==> config.mk <==
export PLATFORM = sky130hd
export DESIGN_NAME = ysyx_22050550_div_unit
export DESIGN_NICKNAME = d
export VERILOG_FILES = /design/src/rtl/ysyx_22050550_div_pkg.sv /design/src/rtl/ysyx_22050550_div_step.sv /design/src/rtl/ysyx_22050550_div_unit.sv
export SDC_FILE = /design/constraint.sdc
export NUM_CORES = 1
export LEC_CHECK = 0
export CAP_MARGIN = 20
export CORE_ASPECT_RATIO = 1.2
export CORE_MARGIN = 5
export CORE_UTILIZATION = 30
export DETAILED_ROUTE_END_ITERATION = 7
export PLACE_DENSITY_LB_ADDON = 0.08
export SYNTH_ARGS = -nofsm -noshare
export SYNTH_HDL_FRONTEND = slang
export SYNTH_HIERARCHICAL = 1
export SYNTH_SLANG_ARGS = --single-unit
export TNS_END_PERCENT = 50
==> constraint.sdc <==
create_clock -name clock -period 9.1 [get_ports clock]
set_input_delay 1.82 -clock clock [delete_from_list [all_inputs] [get_ports clock]]
set_output_delay 1.82 -clock clock [all_outputs]
set_load 0.01 [all_outputs]
==> src/rtl/ysyx_22050550_div_pkg.sv <==
// Shared constants for the iterative EXU divider: FSM encoding, word width
// and the iteration counter sizing rule.
package ysyx_22050550_div_pkg;

    localparam int unsigned W32 = 32;

    localparam logic [1:0] S_IDLE = 2'd0;
    localparam logic [1:0] S_CALC = 2'd1;
    localparam logic [1:0] S_DONE = 2'd2;

    localparam int unsigned XLEN_DEF  = 64;
    localparam int unsigned BPC_DEF   = 1;
    localparam int unsigned CNT_W_DEF = $clog2(XLEN_DEF / BPC_DEF);

    // Counter must hold XLEN/BPC - 1, the longest (full-width) iteration count.
    function automatic int unsigned cnt_width(input int unsigned xlen, input int unsigned bpc);
        return $clog2(xlen / bpc);
    endfunction

    typedef struct packed {
        logic word;
        logic q_neg;
        logic r_neg;
    } div_ctl_t;

endpackage

==> src/rtl/ysyx_22050550_div_step.sv <==
// One restoring division step: shift in the next dividend bit and subtract
// the divisor when the shifted partial remainder is large enough.
module ysyx_22050550_div_step
    import ysyx_22050550_div_pkg::*;
#(
    parameter int unsigned XLEN = 64
) (
    input  logic [XLEN-1:0] rem_i,
    input  logic [XLEN-1:0] divisor_i,
    input  logic            bit_i,
    output logic [XLEN-1:0] rem_o,
    output logic            q_o
);

    logic [XLEN:0] shifted;
    logic [XLEN:0] diff;

    // rem_i < divisor keeps |diff| below 2^XLEN, so the top bit is the borrow.
    assign shifted = {rem_i, bit_i};
    assign diff    = shifted - {1'b0, divisor_i};
    assign q_o     = ~diff[XLEN];
    assign rem_o   = q_o ? diff[XLEN-1:0] : shifted[XLEN-1:0];

endmodule

==> src/rtl/ysyx_22050550_div_unit.sv <==
// Iterative restoring divider for DIV/DIVU/REM/REMU and their W forms, with
// RISC-V divide-by-zero/overflow fast paths and a held valid/ready result.
module ysyx_22050550_div_unit
    import ysyx_22050550_div_pkg::*;
#(
    parameter int unsigned XLEN = 64,
    parameter int unsigned BPC  = 1
) (
    input  logic            clock,
    input  logic            reset,
    input  logic            io_Exu_DivValid,
    output logic            io_Exu_DivReady,
    input  logic            io_Exu_Divw,
    input  logic            io_Exu_DivSigned,
    input  logic [XLEN-1:0] io_Exu_Divdend,
    input  logic [XLEN-1:0] io_Exu_Divisor,
    input  logic            io_Exu_Flush,
    output logic            io_Exu_OutValid,
    input  logic            io_Exu_OutReady,
    output logic [XLEN-1:0] io_Exu_Quotient,
    output logic [XLEN-1:0] io_Exu_Remainder
);

    localparam int unsigned CNT_W = cnt_width(XLEN, BPC);

    logic [1:0]       state_q, state_d;
    logic [CNT_W-1:0] cnt_q, cnt_d;
    logic [XLEN-1:0]  q_out_q, q_out_d, r_out_q, r_out_d;
    div_ctl_t         ctl_q, ctl_d;
    logic [XLEN-1:0]  dvd_q, dvd_d, dsr_q, dsr_d, rem_q, rem_d, quo_q, quo_d;

    logic [XLEN-1:0] wmask, sign_min, a_w, b_w, a_abs, b_abs;
    logic            a_neg, b_neg, div_zero, ovf;
    logic [XLEN-1:0] rem_chain [0:BPC];
    logic [BPC-1:0]  q_bits;
    logic [XLEN-1:0] q_raw, r_raw, q_fix, r_fix;

    function automatic logic [XLEN-1:0] fit(input logic [XLEN-1:0] v, input logic word);
        return word ? XLEN'($signed(v[W32-1:0])) : v;
    endfunction

    // Operand decode on the request: W-bit view, signs and magnitudes.
    assign wmask    = io_Exu_Divw ? XLEN'(32'hFFFF_FFFF) : '1;
    assign sign_min = io_Exu_Divw ? XLEN'(32'h8000_0000) : {1'b1, {(XLEN-1){1'b0}}};
    assign a_w      = io_Exu_Divdend & wmask;
    assign b_w      = io_Exu_Divisor & wmask;
    assign a_neg    = io_Exu_DivSigned & (io_Exu_Divw ? io_Exu_Divdend[W32-1] : io_Exu_Divdend[XLEN-1]);
    assign b_neg    = io_Exu_DivSigned & (io_Exu_Divw ? io_Exu_Divisor[W32-1] : io_Exu_Divisor[XLEN-1]);
    assign a_abs    = (a_neg ? -a_w : a_w) & wmask;
    assign b_abs    = (b_neg ? -b_w : b_w) & wmask;
    assign div_zero = (b_w == '0);
    assign ovf      = io_Exu_DivSigned && (a_w == sign_min) && (b_w == wmask);

    assign rem_chain[0] = rem_q;
    for (genvar k = 0; k < BPC; k++) begin : g_step
        ysyx_22050550_div_step #(.XLEN(XLEN)) u_step (
            .rem_i     (rem_chain[k]),
            .divisor_i (dsr_q),
            .bit_i     (dvd_q[XLEN-1-k]),
            .rem_o     (rem_chain[k+1]),
            .q_o       (q_bits[BPC-1-k])
        );
    end

    assign q_raw = {quo_q[XLEN-1-BPC:0], q_bits};
    assign r_raw = rem_chain[BPC];
    assign q_fix = ctl_q.q_neg ? -q_raw : q_raw;
    assign r_fix = ctl_q.r_neg ? -r_raw : r_raw;

    always_comb begin
        // NOTE: every next-state value gets a hold default first so no path infers a latch.
        state_d = state_q;
        cnt_d   = cnt_q;
        q_out_d = q_out_q;
        r_out_d = r_out_q;
        ctl_d   = ctl_q;
        dvd_d   = dvd_q;
        dsr_d   = dsr_q;
        rem_d   = rem_q;
        quo_d   = quo_q;
        if (io_Exu_Flush) begin
            state_d = S_IDLE;
        end else begin
            case (state_q)
                S_IDLE: if (io_Exu_DivValid) begin
                    ctl_d.word  = io_Exu_Divw;
                    ctl_d.q_neg = a_neg ^ b_neg;
                    ctl_d.r_neg = a_neg;
                    cnt_d = io_Exu_Divw ? CNT_W'(W32 / BPC - 1) : CNT_W'(XLEN / BPC - 1);
                    dvd_d = io_Exu_Divw ? (a_abs << (XLEN - W32)) : a_abs;
                    dsr_d = b_abs;
                    rem_d = '0;
                    quo_d = '0;
                    if (div_zero) begin
                        state_d = S_DONE;
                        q_out_d = '1;
                        r_out_d = fit(a_w, io_Exu_Divw);
                    end else if (ovf) begin
                        state_d = S_DONE;
                        q_out_d = fit(a_w, io_Exu_Divw);
                        r_out_d = '0;
                    end else begin
                        state_d = S_CALC;
                    end
                end
                S_CALC: begin
                    dvd_d = dvd_q << BPC;
                    quo_d = q_raw;
                    rem_d = r_raw;
                    if (cnt_q == '0) begin
                        state_d = S_DONE;
                        q_out_d = fit(q_fix, ctl_q.word);
                        r_out_d = fit(r_fix, ctl_q.word);
                    end else begin
                        cnt_d = cnt_q - 1'b1;
                    end
                end
                S_DONE: if (io_Exu_OutReady) state_d = S_IDLE;
                default: state_d = S_IDLE;
            endcase
        end
    end

    // NOTE: non-blocking assignments so every register samples pre-edge values.
    always_ff @(posedge clock) begin
        if (reset) begin
            state_q <= S_IDLE;
            cnt_q   <= '0;
            q_out_q <= '0;
            r_out_q <= '0;
        end else begin
            state_q <= state_d;
            cnt_q   <= cnt_d;
            q_out_q <= q_out_d;
            r_out_q <= r_out_d;
        end
    end

    // NOTE: datapath registers are left unreset; they are always loaded at accept before use.
    always_ff @(posedge clock) begin
        ctl_q <= ctl_d;
        dvd_q <= dvd_d;
        dsr_q <= dsr_d;
        rem_q <= rem_d;
        quo_q <= quo_d;
    end

    assign io_Exu_DivReady  = (state_q == S_IDLE);
    assign io_Exu_OutValid  = (state_q == S_DONE);
    assign io_Exu_Quotient  = q_out_q;
    assign io_Exu_Remainder = r_out_q;

endmodule

Word-level counts from Yosys, hierarchy flattened

Index checks and enable logic that the tools add are counted.

Flip-flop bits (word level): 394
Input port bits: 135
Output and inout bits: 130
Word-level logic and storage cells: 85

Add/sub/neg operators: 6
Eq/ne operators: 9
Multiplexer cells: 38
Bitwise gates (word level): 9
Reductions and logical operators: 12

Operator list:

| cell                  | count |
|---|---|
| $mux W64              | 21 |
| $pmux W64 S2          | 4 |
| $and A64 B64 Y64      | 4 |
| $neg A64 Y64          | 4 |
| $eq A64 B64 Y1        | 2 |
| $pmux W63 S2          | 1 |
| $sub A65 B64 Y65      | 1 |
| $logic_not A64 Y1     | 1 |
| $mux W6               | 3 |
| $pmux W6 S2           | 1 |
| $mux W2               | 5 |
| $reduce_and A3 Y1     | 3 |
| $logic_not A6 Y1      | 1 |
| $ne A2 B2 Y1 const B  | 3 |
| $pmux W2 S3           | 1 |
| $sub A6 B1 Y6 const B | 1 |
| $reduce_and A5 Y1     | 1 |
| $reduce_and A4 Y1     | 1 |
| $ne A3 B1 Y1 const B  | 1 |
| $and A1 B1 Y1         | 2 |
| $eq A2 B1 Y1 const B  | 1 |
| $eq A2 B2 Y1 const B  | 1 |
| $logic_and A1 B1 Y1   | 2 |
| $logic_not A2 Y1      | 1 |
| 6 further kinds       | 8 |

Logic depth before layout (Yosys ltp)

Gate-level depths: netlist of the first run.

Word-level depth: 9
Mapped depth: 25

Modules after synthesis

Netlist of the first run, hierarchy kept.

Modules (own cells, without submodules):

| module                 | times used | cells an instance | area each (µm²) | sequential area each (µm²) |
|---|---|---|---|---|
| ysyx_22050550_div_unit | 1          | 2429              | 22725.5         | 10470.0 |
| ysyx_22050550_div_step | 1          | 795               | 4725.8          | 0.0 |

Least setup slack after synthesis of the first run

OpenSTA, ideal clock, no wires.

Path kind: in2reg
Start: input port io_Exu_Flush
End: register dvd_q[0], enable pin
Library setup time: 542 ps
Arrival time: 6016 ps
Data required time: 8558 ps
Slack: 2542 ps
Cell stages on the path: 3
Path buffers: 1
Cell sequence: or3_1 clkbuf_1 inv_1

Cells in the longest elaborated chain, start to end: 2

Ends and longest elaborated chain:

| element                     | RTL line                      | text |
|---|---|---|
| start, declared             | ysyx_22050550_div_unit.sv:17  | `input logic io_Exu_Flush,` |
| $not A1 Y1 (no line)        | n/a                           |  |
| $reduce_and A3 Y1 (no line) | n/a                           |  |
| end signal, assigned        | ysyx_22050550_div_unit.sv:142 | `dvd_q <= dvd_d;` |
| end, declared               | ysyx_22050550_div_unit.sv:30  | `logic [XLEN-1:0] dvd_q, dvd_d, dsr_q, dsr_d, rem_q, rem_d, quo_q, quo_d;` |

Every way passes these cells.
A chain may end at the register's enable or synchronous reset.

Worst setup path after layout of the first run

Start: register dvd_q[63]
End: register r_out_q[45], in the netlist io_Exu_Remainder[45]

Cells in the longest elaborated chain, start to end: 7

Ends and longest elaborated chain:

| element              | RTL line                      | text |
|---|---|---|
| $sub A65 B64 Y65     | ysyx_22050550_div_step.sv:20  | `assign diff = shifted - {1'b0, divisor_i};` |
| $mux W64             | ysyx_22050550_div_step.sv:22  | `assign rem_o = q_o ? diff[XLEN-1:0] : shifted[XLEN-1:0];` |
| named net r_raw[9]   | ysyx_22050550_div_unit.sv:36  | `logic [XLEN-1:0] q_raw, r_raw, q_fix, r_fix;` |
| $neg A64 Y64         | ysyx_22050550_div_unit.sv:68  | `assign r_fix = ctl_q.r_neg ? -r_raw : r_raw;` |
| $mux W64             | ysyx_22050550_div_unit.sv:68  |  |
| $mux W64             | ysyx_22050550_div_unit.sv:39  | `return word ? XLEN'($signed(v[W32-1:0])) : v;` |
| $mux W64             | ysyx_22050550_div_unit.sv:110 | `if (cnt_q == '0) begin` |
| $pmux W64 S2         | ysyx_22050550_div_unit.sv:84  | `case (state_q)` |
| end signal, assigned | ysyx_22050550_div_unit.sv:135 | `r_out_q <= r_out_d;` |
| end, declared        | ysyx_22050550_div_unit.sv:28  | `logic [XLEN-1:0] q_out_q, q_out_d, r_out_q, r_out_d;` |

The timed path passes the listed nets, and every way through them passes these cells. The select of a mux whose other input is x is not followed.

==> results of run 1 <==
-- worst paths after layout --
check	end	slack, ns	from	cells past startpoint
setup / recovery	io_Exu_Remainder[45]	1.90	dvd_q[63]	21
hold reg to reg	io_Exu_Quotient[12]	0.45	io_Exu_Quotient[12]	2
setup reg to reg	io_Exu_Remainder[45]	1.90	dvd_q[63]	21
hold / removal	io_Exu_Quotient[12]	0.45	io_Exu_Quotient[12]	2
-- worst reg2reg max path, delay by kind of cell (launching register included) --
kind	cells	cell delay, ns
flops	1	0.40
simple gates	4	1.89
buf+inv	3	0.94
xor+xnor	1	0.26
fa+ha+maj	2	0.38
compound gates	10	2.76
mux	1	0.39
-- sequential cells by signal (all words and copies together), names as in the netlist --
name and cells:
cnt_q 6, io_Exu_Remainder 64, ctl_q 3, dvd_q 64, io_Exu_Quotient 64, state_q 2
quo_q 63, dsr_q 64, rem_q 64
-- power groups by stage --
| stage | Sequential [mW] | Combinational, mW | Clock, mW |
|---|---|---|---|
| 6_report | 2.08 | 1.29 | 2.11 |
| 5_1_grt | 2.09 | 1.39 | 2.23 |
| 4_1_cts | 2.08 | 1.28 | 2.17 |
| 3_5_place_dp | 2.12 | 1.27 | 0 |
| 3_3_place_gp | 2.12 | 1.27 | 0 |
| 2_1_floorplan | 2.10 | 0.778 | 0 |
-- final cells by class --
type / instances / area (sq um)
clock inverters: 22 / 288
inverters: 112 / 425
flip-flops and latches: 394 / 10500
diodes: 4 / 10.0
repair buffers: 329 / 3160
clock buffers: 70 / 1400
well taps: 1168 / 1460
fillers: 9327 / 57900
multi-input cells: 2482 / 15700
-- synth_stat cells (15+ instances only) --
master    count  share of area, %
a221oi_1     15              0.48
nor2b_1      19              0.43
nand4_1      69               1.6
nand2_1     296               4.0
xor2_1       92               2.9
inv_1       111               1.5
o41ai_1      43               1.4
o21bai_1     15              0.41
edfxtp_1    258                28
o31ai_1      63               1.7
o21ai_0     211               3.8
and2_1      124               2.8
nand4b_1     16              0.51
clkbuf_1    183               2.5
or2_2        15              0.34
o221ai_1     21              0.67
a21oi_1     219               4.0
a211oi_1     73               2.0
or4_1        49               1.3
nand3_1      60               1.1
a31oi_1      40              0.91
o21a_1       17              0.46
a21o_1       46               1.3
nor4_1       62               1.4
o211ai_1     16              0.44
xnor2_1     168               5.4
nor3_1       93               1.7
and3_1       15              0.34
dfxtp_1     136               9.9
ha_1         71               3.2
nor2_1      289               4.0
nand2b_1     15              0.34
buf_2        36              0.66
or3_1        38              0.87
a22oi_1      31              0.85
nand3b_1     20              0.55
-- layer usage --
layer  global-route usage [%]  routed length [um]
met1                     29.4               50500
met2                     40.1               57100
met3                     2.82                5690
met4                     9.22                5420
met5                        0                  40
-- per-stage QoR --
step	cell area, sq um	setup slack, ns	hold slack (ns)
floorplan	27500	2.54	0.461
global placement	31200	2.09	0.443
detailed placement	31200	2.00	0.445
CTS	32900	1.96	0.457
global route	32900	1.46	0.473
finish	32900	1.90	0.454
-- cell families (layout without fill, tap and decap cells) --
family / after synthesis / in the layout
multiplexers: 26 / 26
buffers and inverters: 348 / 533
adder cells (fa/ha/maj): 72 / 72
other: 0 / 4
flip-flops: 394 / 394
XOR/XNOR: 261 / 261
AND/OR/NAND/NOR: 1214 / 1214
AO/OA/AOI/OAI: 909 / 909
==> metrics.cfg, run 1 <==
[clocking]
clock-sinks=394
clk_latency_ns=0.62
postCtsSetupBuffers=0
cts_tree=built
cts.htree.levels=2
cts_root_buf=clkbuf_16
path_clk_slew_ns=0.06
cts-resized-gates=0
holdBufCountCts=0
cts_buffer_depth=3
cts_buffers=49

[status]
status=finished, final reports clean

[yosys]
synth-edff-count=258
synth_fa_ha_area_share_pct=3.31
ys_seq_elements=394
async_reset_ff_share_pct=0
synth.distinct_cells=85
syn_nets=3431
mappedNetlistArea_sq_um=27500
synth-xor-area-share_pct=8.35
synth_top_family_by_area=simple AND/OR/NAND/NOR gates
synth-compound-area-share_pct=21.6
seq_area_frac_synth_pct=38.1
synth_mux_area_share_pct=1.01
synth_simple_gate_area_share_pct=22.6
synthCells=3224
postSynthAreaPerCell_sq_um=8.51
yosys_warnings=6
ys.flop_type=edfxtp_1

[power]
p_int_mw=3.74
p_leak_nw=11.1
p_per_area_nw_per_um2=166
power_mw=5.48
power_frac_comb_pct=23.5
p_switching_mw=1.74
clock_power_share_pct=38.5
switching_share_pct=31.8
power_frac_seq_pct=38.0
peakVddDrop_v=0.000126

[global_routing]
grt_use_total_pct=23.2
antenna_found_initial=11
grt_pass1_wl_mm=173
grt_pass1_vias=25800
grt_max_degree=184
grt-ovfl-total=0

[setup_path]
cp_top_family=compound AO/OA/AOI/OAI gates
end_kind=flop
critPathMaxFanout=57
cp.arrival_ns=7.64
cp_num_buf_inv=3
crit_path_cell_trace=inv_1 > ha_1 > fa_1 > nor2b_1 > o31a_1 > o221ai_1 > o211ai_2 > a211oi_2 > o21ai_2 > a41oi_2 > xor2_4 > buf_4 > o21ai_0 > or3_1 > or4_1 > or3_1 > o21ai_1 > mux2_2 > a21oi_2 > buf_4 > a211oi_1
worstPathRequired_ns=9.54
crit_type=reg2reg
slowest_delay_ns=0.71
cpMaxStageDelayCell=or3_1
startpoint_type=flop

[placed_design]
hpwl_mm=89.8
portBuffers=264
dp.cells=4484
globalplace.congestion=0.911

[timing]
setup_viol=0
finalSetupTns_ns=0
finalCriticalPeriod_ns=7.20
fmax_mhz=139
report.final.hold_viol_count=0
slew_viol_final=0
tightest_slew_ns=1.14
rsz0062_at_grt=no
slew_headroom_pct=23.2
skew_ns=0.0201
min_period_over_period_pct=79.2

[final_layout]
final_common_cell=nand2_1
drive_above_1_share_pct=5.90
nets=3575
final_cells=4581
area_growth_pct=19.9
fin_util_pct=36.2
final_cell_mix=nand2_1 (296), nor2_1 (287), clkdlybuf4s50_1 (262)

[min_path]
hp-class=reg2reg

[die]
rows=121
die_height_um=341
ios=265
start_util_pct=30.2
die_area_sq_um=97700
die_w_um=286
core_area_sq_um=90800

[job]
max_cap_violations=0

[routing]
avgViaCountPerCell=5.71
wl_mm=119
wl_per_cell_um=25.9
drt_iter0_markers=2185
drt-pass1-iter-count=6
ant_nets=0
drc_errors=0
num_vias=26200

Power figures use the tool's default switching activity.
==> inputs of run 2 (changes only) <==
==> constraint.sdc (replaced) <==
create_clock -name clock -period 5.8 [get_ports clock]
set_input_delay 1.16 -clock clock [delete_from_list [all_inputs] [get_ports clock]]
set_output_delay 1.16 -clock clock [all_outputs]
set_load 0.01 [all_outputs]
==> run 2 against run 1 <==
Global-route usage rose by 1.1 points. Hold slack gained 0.00089 ns. Critical endpoint is now io_Exu_Remainder[62]. Utilization rose by 2.8 points. First-iteration DRC count up 8.1%. Worst setup slack worse by 1.8 ns. Fmax rose by 26%. Critical path depth is 2 higher. Sequential power is 57% higher. Non-clock buffer count increased by 250.
==> metrics.cfg, run 2 (synthesized netlist as in run 1, its figures left out) <==
[die]
start_util_pct=30.2  ; unchanged
die_w_um=286  ; unchanged
rows=121  ; unchanged
ios=265  ; unchanged
core_area_sq_um=90800  ; unchanged
die_area_sq_um=97700  ; unchanged
die_height_um=341  ; unchanged

[final_layout]
drive_above_1_share_pct=14.1  ; was 5.90%
final_cells=4831  ; was 4581
fin_util_pct=39.1  ; was 36.2%
fillers=9270  ; was 9327
final_cell_mix=nand2_1 (294), buf_4 (294), nor2_1 (287)  ; was nand2_1 (296), nor2_1 (287), clkdlybuf4s50_1 (262)
nets=3827  ; was 3575
area_growth_pct=29.2  ; was 19.9%

[timing]
slew_viol_final=0  ; unchanged
slew_headroom_pct=33.2  ; was 23.2%
finalCriticalPeriod_ns=5.71  ; was 7.20 ns
tightest_slew_ns=1.00  ; was 1.14 ns
report.final.hold_viol_count=0  ; unchanged
fmax_mhz=175  ; was 139 MHz
final.setup.worst_slack_ns=0.0937  ; was 1.90 ns
min_period_over_period_pct=98.4  ; was 79.2%
finalSetupTns_ns=0  ; unchanged
skew_ns=0.0281  ; was 0.0201 ns
rsz0062_at_grt=yes  ; was no
setup_viol=0  ; unchanged

[job]
max_cap_violations=0  ; unchanged

[clocking]
cts.htree.levels=2  ; unchanged
path_clk_slew_ns=0.06  ; about the same
cts_buffer_depth=3  ; unchanged
clock-sinks=394  ; unchanged
clk_latency_ns=0.63  ; was 0.62 ns
cts_tree=built  ; unchanged
holdBufCountCts=0  ; unchanged
cts_root_buf=clkbuf_16  ; unchanged
cts_buffers=50  ; was 49

[power]
p_per_area_nw_per_um2=252  ; was 166 nW/um^2
peakVddDrop_v=0.000238  ; was 0.000126 V
p_leak_nw=12.5  ; was 11.1 nW
power_mw=8.95  ; was 5.48 mW

[global_routing]
antenna_found_initial=7  ; was 11
grt_use_total_pct=24.3  ; was 23.2%
grt_pass1_wl_mm=182  ; was 173 mm
grt_pass1_vias=27100  ; was 25800
grt_max_degree=131  ; was 184
grt-ovfl-total=0  ; unchanged

[status]
status=finished, final reports clean  ; unchanged

[setup_path]
crit_type=reg2reg  ; unchanged
cp.arrival_ns=6.21  ; was 7.64 ns
startpoint_type=flop  ; unchanged
end_kind=flop  ; unchanged
worstPathRequired_ns=6.31  ; was 9.54 ns
critPathMaxFanout=9  ; was 57

[routing]
num_vias=27100  ; was 26200
ant_nets=0  ; unchanged
drt_iter0_markers=2361  ; was 2185
drc_errors=0  ; unchanged
avgViaCountPerCell=5.61  ; was 5.71
wl_mm=125  ; was 119 mm
drt-pass1-iter-count=6  ; unchanged
wl_per_cell_um=25.8  ; was 25.9 um

[placed_design]
portBuffers=264  ; unchanged
globalplace.congestion=0.915  ; was 0.911
dp.cells=4721  ; was 4484
dp_worst_setup_slack_ns=-0.0871  ; was 2.00 ns
hpwl_mm=94.7  ; was 89.8 mm

[min_path]
hp-class=reg2reg  ; unchanged

run 2: path summary, 6_finish.rpt:
kind | end | startpoint | cells past startpoint | slack (ns)
worst min register to register | io_Exu_Quotient[27] | io_Exu_Quotient[27] | 2 | 0.45
worst max register to register | io_Exu_Remainder[62] | dsr_q[0] | 23 | 0.09
worst max-delay path | io_Exu_Remainder[62] | dsr_q[0] | 23 | 0.09
worst min-delay path | io_Exu_Quotient[27] | io_Exu_Quotient[27] | 2 | 0.45
run 2: power by group:
part	leakage, nW	total, mW	switching, mW	internal (mW)
Sequential	3.58	3.27	0.102	3.16
Combinational	8.08	2.34	1.39	0.950
Clock	0.871	3.35	1.37	1.98
Total	12.5	8.95	2.86	6.09
run 2: layout make-up:
class	instances	area (sq um)	share of cell area, %
multi-input combinational	2483	16100	45.4
antenna	1	2.50	0.00705
timing repair buffer	579	5280	14.9
sequential	394	10500	29.5
tap	1168	1460	4.12
clock buffer	74	1540	4.33
inverter	112	424	1.20
clock inverter	20	204	0.575
run 2: worst max-delay path: stages (launching register included):
cell and delay (ns):
edfxtp_1 0.42, ha_4 0.19, fa_2 0.40, nor2b_2 0.14, o31a_1 0.19, o221ai_2 0.13, o211ai_2 0.27, a211oi_2 0.13
o21ai_2 0.21, a41oi_4 0.15, buf_12 0.16, xor2_4 0.20, buf_6 0.18, buf_8 0.13, nand2_2 0.06, o21ai_2 0.06
or4_4 0.54, or3_4 0.35, or4_4 0.64, buf_12 0.19, or4_1 0.45, a31oi_1 0.18, a211o_1 0.12, a21oi_1 0.06
run 2: stage by stage:
step	hold WS (ns)	instance area [sq um]
floorplan	0.461	27500
global placement	0.444	33000
detailed placement	0.447	33100
CTS	0.453	34900
global route	0.472	35500
finish	0.455	35500
run 2: per-layer routing:
| metal | GRT usage, % | share of wire (%) |
|---|---|---|
| met1 | 30.9 | 42 |
| met2 | 42.5 | 49 |
| met3 | 2.89 | 4.4 |
| met4 | 9.03 | 4.4 |
| met5 | 0 | 0.035 |
run 2: timing repair:
action | in CTS | in global routing
gates resized for setup | 11 | 71
pin swaps | 3 | 22
cloned | 1 | 5
endpoints found under the setup margin | 9 | 66
setup buffers | 0 | 9
